### src/rtl/fetch_unit_pkg.sv
// fetch_unit_pkg -- shared definitions for the instruction fetch unit.
//   fetch_state_e : fetch FSM state encoding
//   HLT_OPCODE    : opcode nibble that stops fetching
//   NOP_WORD      : bubble word presented when no instruction is valid
//   PC_RESET      : program counter value after reset
//   PC_INC        : sequential PC step (16-bit instructions)
//   sat_inc16     : saturating 16-bit increment used by the optional counters
package fetch_unit_pkg;

  typedef enum logic [2:0] {
    ST_REQ,
    ST_WAIT,
    ST_HOLD,
    ST_DROP,
    ST_HALTED
  } fetch_state_e;

  localparam logic [3:0]  HLT_OPCODE = 4'b1111;
  localparam logic [15:0] NOP_WORD   = 16'h0000;
  localparam logic [15:0] PC_RESET   = 16'h0000;
  localparam logic [15:0] PC_INC     = 16'd2;

  function automatic logic [15:0] sat_inc16(input logic [15:0] v);
    return (v == 16'hFFFF) ? v : v + 16'd1;
  endfunction

endpackage

### src/rtl/fetch_unit_if.sv
// fetch_unit_if -- instruction memory read channel.
//   imem_req   : one-cycle read request pulse (fetch -> memory)
//   imem_addr  : read address, valid with imem_req (fetch -> memory)
//   imem_valid : read data valid, at least one cycle after the request (memory -> fetch)
//   imem_rdata : instruction word, valid with imem_valid (memory -> fetch)
// Modports: master = fetch unit side, slave = memory side.
interface fetch_unit_if;
  logic        imem_req;
  logic [15:0] imem_addr;
  logic        imem_valid;
  logic [15:0] imem_rdata;

  modport master (
    output imem_req,
    output imem_addr,
    input  imem_valid,
    input  imem_rdata
  );

  modport slave (
    input  imem_req,
    input  imem_addr,
    output imem_valid,
    output imem_rdata
  );
endinterface

### src/rtl/fetch_unit.sv
// fetch_unit -- instruction fetch stage with one outstanding memory read.
// Ports:
//   clk          : clock, rising edge
//   rst          : asynchronous active-low reset (synchronously deasserted upstream)
//   stall        : 1 = presented instruction not consumed this cycle
//   br_taken     : redirect pulse, highest priority in every state
//   br_target    : redirect PC (bit 0 ignored)
//   imem         : instruction memory channel (fetch_unit_if.master)
//   IF_Instr     : presented instruction, NOP_WORD when instr_valid = 0
//   PC_out       : PC of presented instruction + 2
//   instr_valid  : IF_Instr holds a real fetched instruction
//   fetch_halted : fetch stopped on an HLT instruction
// Optional feature (macro FETCH_PERF_CNT_EN): adds saturating counters
//   wait_cycles  (cycles spent in WAIT or DROP) and
//   stall_cycles (cycles in HOLD with stall = 1).
module fetch_unit
  import fetch_unit_pkg::*;
(
  input  logic        clk,
  input  logic        rst,
  input  logic        stall,
  input  logic        br_taken,
  input  logic [15:0] br_target,
  fetch_unit_if.master imem,
  output logic [15:0] IF_Instr,
  output logic [15:0] PC_out,
  output logic        instr_valid,
  output logic        fetch_halted
`ifdef FETCH_PERF_CNT_EN
  ,
  output logic [15:0] wait_cycles,
  output logic [15:0] stall_cycles
`endif
);

  fetch_state_e state_q, state_d;
  logic [15:0]  pc_q, pc_d;
  logic [15:0]  buf_q, buf_d;
  logic         req_c;
  logic [15:0]  tgt_c;

  // Redirect targets are always halfword aligned.
  assign tgt_c = br_target & ~16'h0001;

  always_ff @(posedge clk or negedge rst) begin
    if (!rst) begin
      state_q <= ST_REQ;
      pc_q    <= PC_RESET;
      buf_q   <= NOP_WORD;
    end else begin
      state_q <= state_d;
      pc_q    <= pc_d;
      buf_q   <= buf_d;
    end
  end

  always_comb begin
    state_d = state_q;
    pc_d    = pc_q;
    buf_d   = buf_q;
    req_c   = 1'b0;
    case (state_q)
      ST_REQ: begin
        // A redirect here suppresses the request so no response for the
        // old PC is ever in flight.
        if (br_taken) begin
          pc_d    = tgt_c;
          state_d = ST_REQ;
        end else begin
          req_c   = 1'b1;
          state_d = ST_WAIT;
        end
      end
      ST_WAIT: begin
        if (br_taken) begin
          pc_d    = tgt_c;
          // Response arriving in the same cycle has already retired.
          state_d = imem.imem_valid ? ST_REQ : ST_DROP;
        end else if (imem.imem_valid) begin
          buf_d   = imem.imem_rdata;
          state_d = ST_HOLD;
        end
      end
      ST_HOLD: begin
        if (br_taken) begin
          pc_d    = tgt_c;
          state_d = ST_REQ;
        end else if (!stall) begin
          if (buf_q[15:12] == HLT_OPCODE) begin
            state_d = ST_HALTED;
          end else begin
            pc_d    = pc_q + PC_INC;
            state_d = ST_REQ;
          end
        end
      end
      ST_DROP: begin
        if (br_taken) begin
          pc_d = tgt_c;
        end
        // The discarded response retires the outstanding read, even when a
        // further redirect lands in the same cycle.
        if (imem.imem_valid) begin
          state_d = ST_REQ;
        end
      end
      ST_HALTED: begin
        if (br_taken) begin
          pc_d    = tgt_c;
          state_d = ST_REQ;
        end
      end
      default: state_d = ST_REQ;
    endcase
  end

  // Reset parks the FSM in REQ; the request is held off until rst releases.
  assign imem.imem_req  = req_c & rst;
  assign imem.imem_addr = pc_q;
  assign instr_valid    = (state_q == ST_HOLD);
  assign IF_Instr       = instr_valid ? buf_q : NOP_WORD;
  assign PC_out         = pc_q + PC_INC;
  assign fetch_halted   = (state_q == ST_HALTED);

`ifdef FETCH_PERF_CNT_EN
  logic [15:0] wait_cnt_q, stall_cnt_q;

  always_ff @(posedge clk or negedge rst) begin
    if (!rst) begin
      wait_cnt_q  <= 16'h0000;
      stall_cnt_q <= 16'h0000;
    end else begin
      if (state_q == ST_WAIT || state_q == ST_DROP) begin
        wait_cnt_q <= sat_inc16(wait_cnt_q);
      end
      if (state_q == ST_HOLD && stall) begin
        stall_cnt_q <= sat_inc16(stall_cnt_q);
      end
    end
  end

  assign wait_cycles  = wait_cnt_q;
  assign stall_cycles = stall_cnt_q;
`endif

endmodule

### src/flat_wrapper.sv
// flat-port wrapper written by rule: the top's interface ports become plain ports
module fetch_unit_flat import fetch_unit_pkg::*;
  (clk, rst, stall, br_taken, br_target, IF_Instr, PC_out, instr_valid, fetch_halted, imem_imem_req, imem_imem_addr, imem_imem_valid, imem_imem_rdata);
  fetch_unit_if imem_i ();
  input  logic clk;
  input  logic rst;
  input  logic stall;
  input  logic br_taken;
  input  logic [15:0] br_target;
  output logic [15:0] IF_Instr;
  output logic [15:0] PC_out;
  output logic instr_valid;
  output logic fetch_halted;
  output wire logic [$bits(imem_i.imem_req)-1:0] imem_imem_req;
  output wire logic [$bits(imem_i.imem_addr)-1:0] imem_imem_addr;
  input wire logic [$bits(imem_i.imem_valid)-1:0] imem_imem_valid;
  input wire logic [$bits(imem_i.imem_rdata)-1:0] imem_imem_rdata;
  assign imem_imem_req = imem_i.imem_req;
  assign imem_imem_addr = imem_i.imem_addr;
  assign imem_i.imem_valid = imem_imem_valid;
  assign imem_i.imem_rdata = imem_imem_rdata;
  fetch_unit u_core (.clk(clk), .rst(rst), .stall(stall), .br_taken(br_taken), .br_target(br_target), .imem(imem_i), .IF_Instr(IF_Instr), .PC_out(PC_out), .instr_valid(instr_valid), .fetch_halted(fetch_halted));
endmodule
### config.mk
export PLATFORM = sky130hd
export DESIGN_NAME = fetch_unit_flat
export DESIGN_NICKNAME = d
export VERILOG_FILES = /design/src/rtl/fetch_unit_pkg.sv /design/src/rtl/fetch_unit_if.sv /design/src/rtl/fetch_unit.sv /design/src/flat_wrapper.sv
export SDC_FILE = /design/constraint.sdc
export NUM_CORES = 1
export LEC_CHECK = 0
export CORE_MARGIN = 4
export CORE_UTILIZATION = 39
export CTS_CLUSTER_DIAMETER = 60
export DETAILED_ROUTE_END_ITERATION = 7
export PLACE_DENSITY = 0.76
export SLEW_MARGIN = 25
export SYNTH_ARGS = -nofsm -noshare
export SYNTH_HDL_FRONTEND = slang
export SYNTH_SLANG_ARGS = --single-unit
### constraint.sdc
create_clock -name clk -period 1.9 [get_ports clk]
set_clock_uncertainty 0.05 [all_clocks]
set_input_delay 0.285 -clock clk [delete_from_list [all_inputs] [get_ports clk]]
set_output_delay 0.285 -clock clk [all_outputs]
set_load 0.01 [all_outputs]
Word level (Yosys, flattened, before mapping)
Cells that the tools add are included.
{ "classes": {"n_bitwise": 2, "n_mux": 18, "n_eq_ne": 11, "reduce_logical": 6, "addsub": 1} }
{ "op_table": {"columns": ["operator", "n"], "rows": [
  ["2-to-1 mux 16 bit", 5],
  ["case mux 16 bit (2 select lines)", 1],
  ["2-to-1 mux 3 bit", 7],
  ["adder 16 x 2 -> 16 bit, second input constant", 1],
  ["case mux 3 bit (5 select lines)", 1],
  ["!= test 3 bit, second input constant", 3],
  ["AND reduction 4 bit", 2],
  ["== test 3 x 2 -> 1 bit, second input constant", 2],
  ["== test 4 bit, second input constant", 1],
  ["!= test 2 bit, second input constant", 2],
  ["OR reduction 4 bit", 1],
  ["== test 3 x 1 -> 1 bit, second input constant", 1],
  ["== test 3 bit, second input constant", 1],
  ["zero test 3 bit", 1],
  ["2-to-1 mux 1 bit", 3],
  ["AND reduction 3 bit", 1],
  ["2-to-1 mux 2 bit", 1],
  ["!= test 2 x 1 -> 1 bit, second input constant", 1],
  ["nonzero test 2 bit", 1],
  ["AND 1 bit", 1],
  ["NOT 1 bit", 1]
]} }
{ "word_totals": {"out_inout_bits": 51, "regBits": 35, "input_bits": 37, "word_cells": 41} }

Depth between registers and ports, before layout
Gate-level depths: netlist of the first run.
{ "depth": {"depth_word": 5, "depth_mapped": 7, "mapped_depth_nobuf": 5} }

Worst setup path after synthesis of the first run
No wires, ideal clock.
{ "synth_timing": {"path_type": "reg-to-reg", "from": "reg u_core.pc_q[9], in the netlist u_core.imem.imem_addr[9]", "to": "reg u_core.pc_q[14], in the netlist u_core.imem.imem_addr[14]", "stages_incl_launch_ff": 6, "arrival_time_ns": 1.757, "period_less_slack_ns": 1.928, "t_required_ns": 1.729, "n_path_buf": 1, "setup_ns": 0.121, "slack_ns": -0.028, "cell_sequence": "dfrtp_1 clkbuf_1 nand4_1 or4_4 o31a_1 o22a_1"} }
{ "synth_between": {"elab_chain_len": 5} }
{ "synth_rtl": {"columns": ["item", "line", "rtl"], "rows": [
  ["start: declaration", "fetch_unit.sv:37", "logic [15:0] pc_q, pc_d;"],
  ["start signal: assignment", "fetch_unit.sv:52", "pc_q <= pc_d;"],
  ["adder 16 x 2 -> 16 bit", "fetch_unit.sv:92", "pc_d = pc_q + PC_INC;"],
  ["2-to-1 mux 16 bit", "fetch_unit.sv:89", "if (buf_q[15:12] == HLT_OPCODE) begin"],
  ["2-to-1 mux 16 bit", "fetch_unit.sv:88", "end else if (!stall) begin"],
  ["2-to-1 mux 16 bit", "fetch_unit.sv:85", "if (br_taken) begin"],
  ["case mux 16 bit (2 select lines)", "fetch_unit.sv:62", "case (state_q)"]
]} }
No other way between the ends. The select of a mux whose other input is x is not followed.
A chain may end at the register's enable or synchronous reset.

Final worst setup path of the first run
{ "layout_timing": {"from": "reg u_core.pc_q[1], in the netlist u_core.imem.imem_addr[1]", "to": "out PC_out[14]"} }
{ "layout_between": {"elab_chain_len": 1} }
{ "layout_rtl": {"columns": ["item", "line", "rtl"], "rows": [
  ["adder 16 x 2 -> 16 bit", "fetch_unit.sv:122", "assign PC_out = pc_q + PC_INC;"],
  ["end: declaration", "flat_wrapper.sv:11", "output logic [15:0] PC_out;"]
]} }
No other way between the ends.

==> flow_summary.ini, run 1 <==
[status]
outcome = finished, violations left
violations = setup timing

[critical_path]
reg2regPathDepth = 7
cpPeakStageDelay_ps = 590
path_delay_family = simple AND/OR/NAND/NOR gates
critPathCaptureType = output pin
path_class = reg -> out
worst_path_max_delay_cell = or4_4
crit_chain = buf_6 > nand4_1 > or4_4 > xnor2_2 > buf_2
start_kind = flop
worstPathMaxFanout = 3
cp_data_required_time_ps = 1560
cp_num_cells = 5
worstPathArrival_ps = 1870
worst-path-buf-inv = 2

[floorplanning]
core_area_sq_um = 5200
die_width_um = 81.8
die-area_sq_um = 6690
ios = 88
rows = 26
start_util_pct = 40.8
die_h_um = 81.8

[synth]
synth_edf_count = 0
syn_inst = 218
syn_area_per_cell_sq_um = 9.74
ys_types = 49
synth_ff_type = dfrtp_1
async_flop_share_pct = 100
synth.ff_latch_count = 34
yosys_warnings = 0
synth_top_area_share_pct = 40.1
synth_seq_area_share_pct = 40.1
synth_area_sq_um = 2120
ys_top_cells_by_area = dfrtp_1, mux2_2, and2_1
yosysTopAreaCell = dfrtp_1

[placed_design]
port_buffers = 84
gp_congestion = 0.838
hpwl_um = 5170
dpl.cell_count = 415
postPlaceCellArea_sq_um = 3450

[sta]
final.min_clock_period_ps = 2210
setup_viol_count_final = 9
slew_viol_final = 0
final.setup.worst_slack_ps = -309
fin_crit_sh_pct = 116
fmax_mhz = 453
rsz0062_at_grt = yes
hold_viol = 0

[clock_network]
tritoncts = done
cts_buffer_depth = 2
htreeDepth = 2
hold_buffers = 0
numCtsBuffers = 5
path_clk_slew_ps = 70
clock_latency_ps = 280
cts_root_buf = clkbuf_8
clkSinkCount = 34

[grt]
grt_max_degree = 35
grt_pass1_vias = 2461
grt_pass1_wl_um = 11600
antenna_found_initial = 0
grtUsageTotal_pct = 22.6
overflow = 0

[detailed_routing]
drtPass1Iterations = 4
drc_errors = 0
drtAntennaViolNets = 0
finalWirelength_um = 8120
avgRoutedWirePerCell_um = 18.3
drt-initial-drc-count = 121
viasPerCell = 5.41
num_vias = 2398

[final_layout]
antennaDiodeCount = 0
synthToLayoutAreaGrowth_pct = 84.9
final_core_utilization_pct = 75.4
layout-drive-gt1-share_pct = 46.1
stdcell_count = 443
postLayoutCellArea_sq_um = 3930
fin_nets = 410

[pwr]
peakVddDrop_v = 0.000835
leakagePower_nw = 1.80
p_per_area_nw_per_um2 = 1120

[run]
cap_violations = 0

[worst_hold_path]
holdCritPathClass = in -> async
[repair_timing]
| item | in CTS | in global routing |
|---|---|---|
| endpoints found under the setup margin | 33 | 46 |
| pin swaps | 14 | 14 |
| resized for setup | 103 | 70 |
| endpoints found under the hold margin | 0 | 0 |
| setup buffers | 10 | 11 |
| cloned | 0 | 2 |
[area by class of cell]
| class | instances | area [sq um] |
|---|---|---|
| repair buffers | 166 | 1450 |
| clock inverters | 3 | 40.0 |
| fillers | 360 | 1280 |
| inverters | 8 | 30.0 |
| flip-flops and latches | 34 | 851 |
| clock buffers | 5 | 68.8 |
| well taps | 70 | 87.6 |
| multi-input cells | 157 | 1400 |
[layout by cell type (no fill, tap or decap), types with 4 or more instances in the layout]
master / n
o21ai_0: 7
clkdlybuf4s50_1: 49
buf_2: 13
nand4_1: 4
xnor2_2: 6
xnor2_1: 5
clkbuf_8: 5
dfrtp_1: 34
a211oi_1: 9
a2bb2oi_1: 4
mux2_2: 16
buf_4: 59
and2_1: 16
nand3_1: 5
nor3_1: 6
mux2i_1: 4
clkbuf_2: 15
a21oi_1: 5
buf_6: 19
buf_12: 4
nor2_1: 5
inv_1: 8
dlygate4sd2_1: 4
o22ai_1: 4
[power breakdown]
| part | internal [W] | total [W] | switching (W) |
|---|---|---|---|
| sequential | 0.00101 | 0.00121 | 0.000198 |
| combinational | 0.00141 | 0.00255 | 0.00114 |
| clock | 0.000386 | 0.000661 | 0.000275 |
[metrics by stage]
step                setup slack (ps)  power (W)  TNS (ps)  hold slack (ps)
finish                          -309    0.00441     -1430             67.8
CTS                             -258    0.00417     -1090             54.0
global route                    -371    0.00468     -2410             88.4
detailed placement              -431    0.00342     -6700              375
floorplan                       2.99    0.00220         0            -60.6
global placement                -386    0.00335     -5800              379
[state kept, by name (all words and copies together), names as in the netlist]
name / count
u_core.buf_q: 16
u_core.imem.imem_addr: 15
u_core.state_q: 3
[per-layer routing]
metal	share of wire (%)	GRT usage (%)	vias up	routed length [um]
met1	36	25.0	1147	2950
met2	51	40.6	117	4170
met4	3.2	7.14	0	259
met3	9.1	7.46	25	740
met5	0	0	-	0
li1	-	-	1109	-
[cell usage after synthesis (8+ instances only)]
| master | number |
|---|---|
| dfrtp_1 | 34 |
| xnor2_1 | 11 |
| o21ai_0 | 8 |
| inv_1 | 8 |
| nand3_1 | 9 |
| and2_1 | 16 |
| nor3_1 | 10 |
| buf_2 | 8 |
| mux2_2 | 16 |
| a211oi_1 | 10 |
| clkbuf_1 | 8 |
[logic make-up (layout without fill, tap and decap cells)]
family                   after synthesis  count (layout)  synth area share (%)
adder cells (fa/ha/maj)                1               1                 0.589
buffers and inverters                 28             182                  6.31
flip-flops                            34              34                  40.1
XOR/XNOR                              13              13                  5.36
multiplexers                          21              21                  10.8
other                                  1               2                 0.177
AO/OA/AOI/OAI                         47              47                  15.8
AND/OR/NAND/NOR                       73              73                  20.9
[final timing paths]
path | to | slack [ps] | start
setup / recovery | PC_out[14] | -310 | u_core.imem.imem_addr[1]
hold reg to reg | u_core.buf_q[9] | 450 | u_core.buf_q[9]
hold / removal | u_core.imem.imem_addr[5] | 70 | rst
min in group clk | u_core.buf_q[9] | 450 | u_core.buf_q[9]
setup reg to reg | u_core.imem.imem_addr[14] | -230 | u_core.imem.imem_addr[1]
max in group asynchronous | u_core.imem.imem_addr[12] | 1410 | rst
Note: power is estimated with default switching activity, not from simulation.
==> run 2: changes to the inputs <==
--- a/config.mk
+++ b/config.mk
@@ -7,2 +7,3 @@
 export LEC_CHECK = 0
+export CAP_MARGIN = 0
 export CORE_MARGIN = 4
--- a/constraint.sdc
+++ b/constraint.sdc
@@ -4,2 +4,2 @@
 set_output_delay 0.285 -clock clk [all_outputs]
-set_load 0.01 [all_outputs]
+set_load 0.1 [all_outputs]
==> flow_summary.ini, run 2 (same netlist as run 1, synthesis figures left out) <==
[grt]
met3_usage_pct = 9.32
grt_util_met2_pct = 47.2
busiest_layer = met2
grt_pass1_wl_um = 13200
antenna_found_initial = 0
grtUsageTotal_pct = 26.2
overflow = 0
grt_pass1_vias = 2631
gr-usage-met1_pct = 27.6
grt_max_degree = 35

[detailed_routing]
drtPass1Iterations = 5
drc_errors = 0
avgRoutedWirePerCell_um = 22.9
drtAntennaViolNets = 0
viasPerCell = 5.88
finalWirelength_um = 10000
num_vias = 2574
drt-initial-drc-count = 205

[critical_path]
critPathCaptureType = output pin
worst_path_max_delay_cell = or4_4
worst-path-buf-inv = 1
worstPathMaxFanout = 5
start_kind = flop
worstPathArrival_ps = 1950
crit_chain = nand4_1 > or4_4 > xnor2_4 > buf_12
path_delay_family = simple AND/OR/NAND/NOR gates
cp_data_required_time_ps = 1560
path_class = reg -> out
cpPeakStageDelay_ps = 630

[pwr]
total_power_w = 0.00788
peakVddDrop_v = 0.00104
leakagePower_nw = 2.03
p_per_area_nw_per_um2 = 1650

[floorplanning]
core_area_sq_um = 5200
die-area_sq_um = 6690
die_h_um = 81.8
die_width_um = 81.8
start_util_pct = 40.8
ios = 88
rows = 26

[sta]
final.min_clock_period_ps = 2280
tns_ps = -4140
rsz0062_at_grt = yes
final.setup.worst_slack_ps = -383
slew_viol_final = 0
setup_viol_count_final = 32
hold_viol = 0
fmax_mhz = 438
fin_crit_sh_pct = 120

[final_layout]
fillers = 171
postLayoutCellArea_sq_um = 4780
antennaDiodeCount = 0
largest_reg_flops = 16
layout_common_cells = buf_12, buf_4, clkdlybuf4s50_1
layout-drive-gt1-share_pct = 62.8
synthToLayoutAreaGrowth_pct = 125
final_core_utilization_pct = 91.9
top_register = u_core.buf_q
fin_nets = 405

[clock_network]
numCtsBuffers = 5
path_clk_slew_ps = 80
htreeDepth = 2
clock_latency_ps = 300
tritoncts = done
cts_buffer_depth = 2
clkSinkCount = 34
cts_root_buf = clkbuf_8

[run]
cap_violations = 0

[status]
violations = setup timing
outcome = finished, violations left

[placed_design]
postPlaceCellArea_sq_um = 4250
dpl_worst_slack_ps = -115
port_buffers = 84
hpwl_um = 5680
gp_congestion = 0.883

[worst_hold_path]
holdCritPathClass = in -> async
## run 2: cell types whose count changed in the layout (fill, tap and decap cells not counted), sizes merged
| cell | previous run | this run |
|---|---|---|
| dlygate4sd2 | 4 | 1 |
| buf | 95 | 127 |
| dlymetal6s2s | 1 | 0 |
| clkdlybuf4s50 | 49 | 33 |
| clkinvlp | 0 | 1 |
| clkbuf | 21 | 6 |
| clkdlybuf4s15 | 1 | 0 |
| bufinv | 1 | 0 |
| clkinv | 2 | 1 |
## run 2: what timing repair did
action / 4_1_cts / 5_1_grt
setup buffers: 16 / 15
endpoints found under the setup margin: 29 / 45
gates cloned: 1 / 1
pin swaps: 13 / 28
hold buffers: 0 / 0
resized for setup: 24 / 41
## run 2: stage by stage
| step | hold WS (ps) | std cells |
|---|---|---|
| 2_1_floorplan | -60.6 | 219 |
| 3_3_place_gp | 400 | 403 |
| 3_5_place_dp | 405 | 403 |
| 4_1_cts | 93.1 | 425 |
| 5_1_grt | 105 | 438 |
| 6_report | 76.0 | 438 |
## run 2: final cells by class
type	count	area [sq um]	share of cell area, %
clock inverters	2	12.5	0.262
well taps	70	87.6	1.83
flip-flops and latches	34	897	18.8
clock buffers	6	82.6	1.73
repair buffers	161	2020	42.2
inverters	8	30.0	0.628
multi-input cells	157	1650	34.6
## run 2: power breakdown
part | internal, W | switching [W]
clock | 0.000292 | 0.000304
sequential | 0.00106 | 0.000278
combinational | 0.00238 | 0.00356
## run 2: per-layer routing
metal | wire [um] | vias up | part of all wire [%]
li1 | - | 1093 | -
met1 | 3280 | 1265 | 33
met2 | 5330 | 180 | 53
met3 | 974 | 36 | 9.7
met4 | 437 | 0 | 4.4
met5 | 0 | - | 0
## run 2: worst register-to-register path: cells and delay by family, from the launching register on
family	cells	cell delay, ps
AOI/OAI and AO/OA	2	440
buffers and inverters	1	170
DFF	1	460
and+or+nand+nor	2	810
## run 2: final timing paths
kind,startpoint,to,slack (ps),cells after the start
worst max register to register,u_core.imem.imem_addr[1],u_core.imem.imem_addr[14],-130,5
worst min-delay path,rst,u_core.imem.imem_addr[6],80,2
max in group asynchronous,rst,u_core.imem.imem_addr[7],1340,2
worst max-delay path,u_core.imem.imem_addr[1],PC_out[14],-380,4
worst min register to register,u_core.buf_q[8],u_core.buf_q[8],470,1
min in group clk,u_core.buf_q[8],u_core.buf_q[8],470,1
==> run 3: changes to the inputs <==
Settings changed: CORE_ASPECT_RATIO from default to 1.1.
==> flow_summary.ini, run 3 (same netlist as run 1, synthesis figures left out) <==
[status]
outcome = finished, violations left
violations = setup timing

[sta]
hold_viol = 0
slew-limit-headroom_pct = 58.4
rsz0062_at_grt = yes
fin_crit_sh_pct = 125
fmax_mhz = 423
setup_viol_count_final = 46
worstMarginPinSlew_ps = 617
final.min_clock_period_ps = 2370
worst_hold_slack_ps = 395
slew_viol_final = 0
final.setup.worst_slack_ps = -466

[grt]
antenna_found_initial = 1
overflow = 0
grt_max_degree = 35
grt_pass1_vias = 2794
grt_pass1_wl_um = 16000
grtUsageTotal_pct = 31.7

[clock_network]
clock_latency_ps = 320
tritoncts = done
path_clk_slew_ps = 90
clkSinkCount = 34
hold_buffers = 0
numCtsBuffers = 5
htreeDepth = 2
cts_buffer_depth = 2
cts_root_buf = clkbuf_8

[final_layout]
final_core_utilization_pct = 95.7
layout_commonest_cell = buf_4
fillers = 112
layout_common_cells = buf_4, buf_12, clkdlybuf4s50_1
largest_reg_flops = 16
stdcell_count = 454
synthToLayoutAreaGrowth_pct = 131
fin_nets = 418
layout-drive-gt1-share_pct = 63.0
top_register = u_core.buf_q

[placed_design]
port_buffers = 84
dpl.cell_count = 409
hpwl_um = 5800
gp_congestion = 0.835
dpl_worst_slack_ps = -140

[run]
cap_violations = 0

[pwr]
leakagePower_nw = 2.10
switching_power_w = 0.00454
pwr-share-clk_pct = 7.4
peakVddDrop_v = 0.00128
total_power_w = 0.00840
combinationalPowerShare_pct = 75.7
swShare_pct = 54.0
p_seq_share_pct = 16.9
p_per_area_nw_per_um2 = 1710
internal_power_w = 0.00386

[detailed_routing]
drtAntennaViolNets = 0
num_vias = 3099
drc_errors = 0
viasPerCell = 6.83
drt-initial-drc-count = 391
drtPass1Iterations = 7
finalWirelength_um = 14700
avgRoutedWirePerCell_um = 32.4

[floorplanning]
rows = 27
die_width_um = 78.4
start_util_pct = 41.3
core_area_sq_um = 5130
ios = 88
die-area_sq_um = 6690
die_h_um = 85.4

[critical_path]
start_kind = flop
path_class = reg -> reg
cp_data_required_time_ps = 1990
critPathCaptureType = flop
worstPathArrival_ps = 2450
worstPathMaxFanout = 5

[worst_hold_path]
holdCritPathClass = in -> async
[run 3: changes by cell type in the layout (fill, tap and decap cells not counted), moves of 2 or more]
cell and change:
buf_4 +11, buf_12 +2, buf_6 -2, buf_8 +2
[run 3: path summary, 6_finish.rpt]
kind,from,cells past startpoint,slack [ps],endpoint
max reg2reg,u_core.state_q[0],7,-470,u_core.imem.imem_addr[2]
min,rst,2,400,u_core.state_q[1]
min reg2reg,u_core.buf_q[3],1,500,u_core.buf_q[3]
min in group clk,br_taken,4,460,u_core.state_q[0]
max in group asynchronous,rst,2,1030,u_core.imem.imem_addr[8]
max,u_core.state_q[0],7,-470,u_core.imem.imem_addr[2]
[run 3: stage by stage]
stage               TNS, ps  cell area, sq um
CTS                   -4270              4710
detailed placement    -3170              4300
floorplan             -4430              2640
global route         -11230              4910
finish               -10400              4910
global placement      -1470              4300
[run 3: layout make-up]
type | count | area, sq um | area share [%]
diodes | 1 | 2.50 | 0.0509
clock buffers | 7 | 86.3 | 1.76
clock inverters | 1 | 5.00 | 0.102
inverters | 8 | 30.0 | 0.611
multi-input cells | 157 | 1650 | 33.6
flip-flops and latches | 34 | 896 | 18.2
well taps | 72 | 90.1 | 1.83
repair buffers | 174 | 2160 | 43.9
[run 3: power by group through the flow]
stage	sequential, W	combinational [W]	clock (W)
2_1_floorplan	0.00200	0.00280	0
3_3_place_gp	0.00125	0.00536	0
3_5_place_dp	0.00128	0.00545	0
4_1_cts	0.00130	0.00586	0.000577
5_1_grt	0.00141	0.00645	0.000647
6_report	0.00142	0.00636	0.000622
[run 3: routing by layer]
metal	GRT usage (%)	routed length, um	vias up
li1	-	-	1117
met1	33.6	4720	1462
met2	58.0	7000	375
met3	8.60	1520	145
met4	14.8	1470	0
met5	0	0	-
[run 3: worst max-delay path, stage by stage (launching register included)]
cell	delay (ps)
dfrtp_2	450
buf_6	140
nor3b_4	250
buf_4	180
a22oi_2	140
buf_4	190
o21ai_0	510
o21ai_0	280
[run 3: repair_timing]
action / 4_1_cts / 5_1_grt
endpoints found under the setup margin: 28 / 46
setup buffers: 26 / 15
resized for setup: 37 / 30
pin swaps: 29 / 23
cloned: 1 / 0
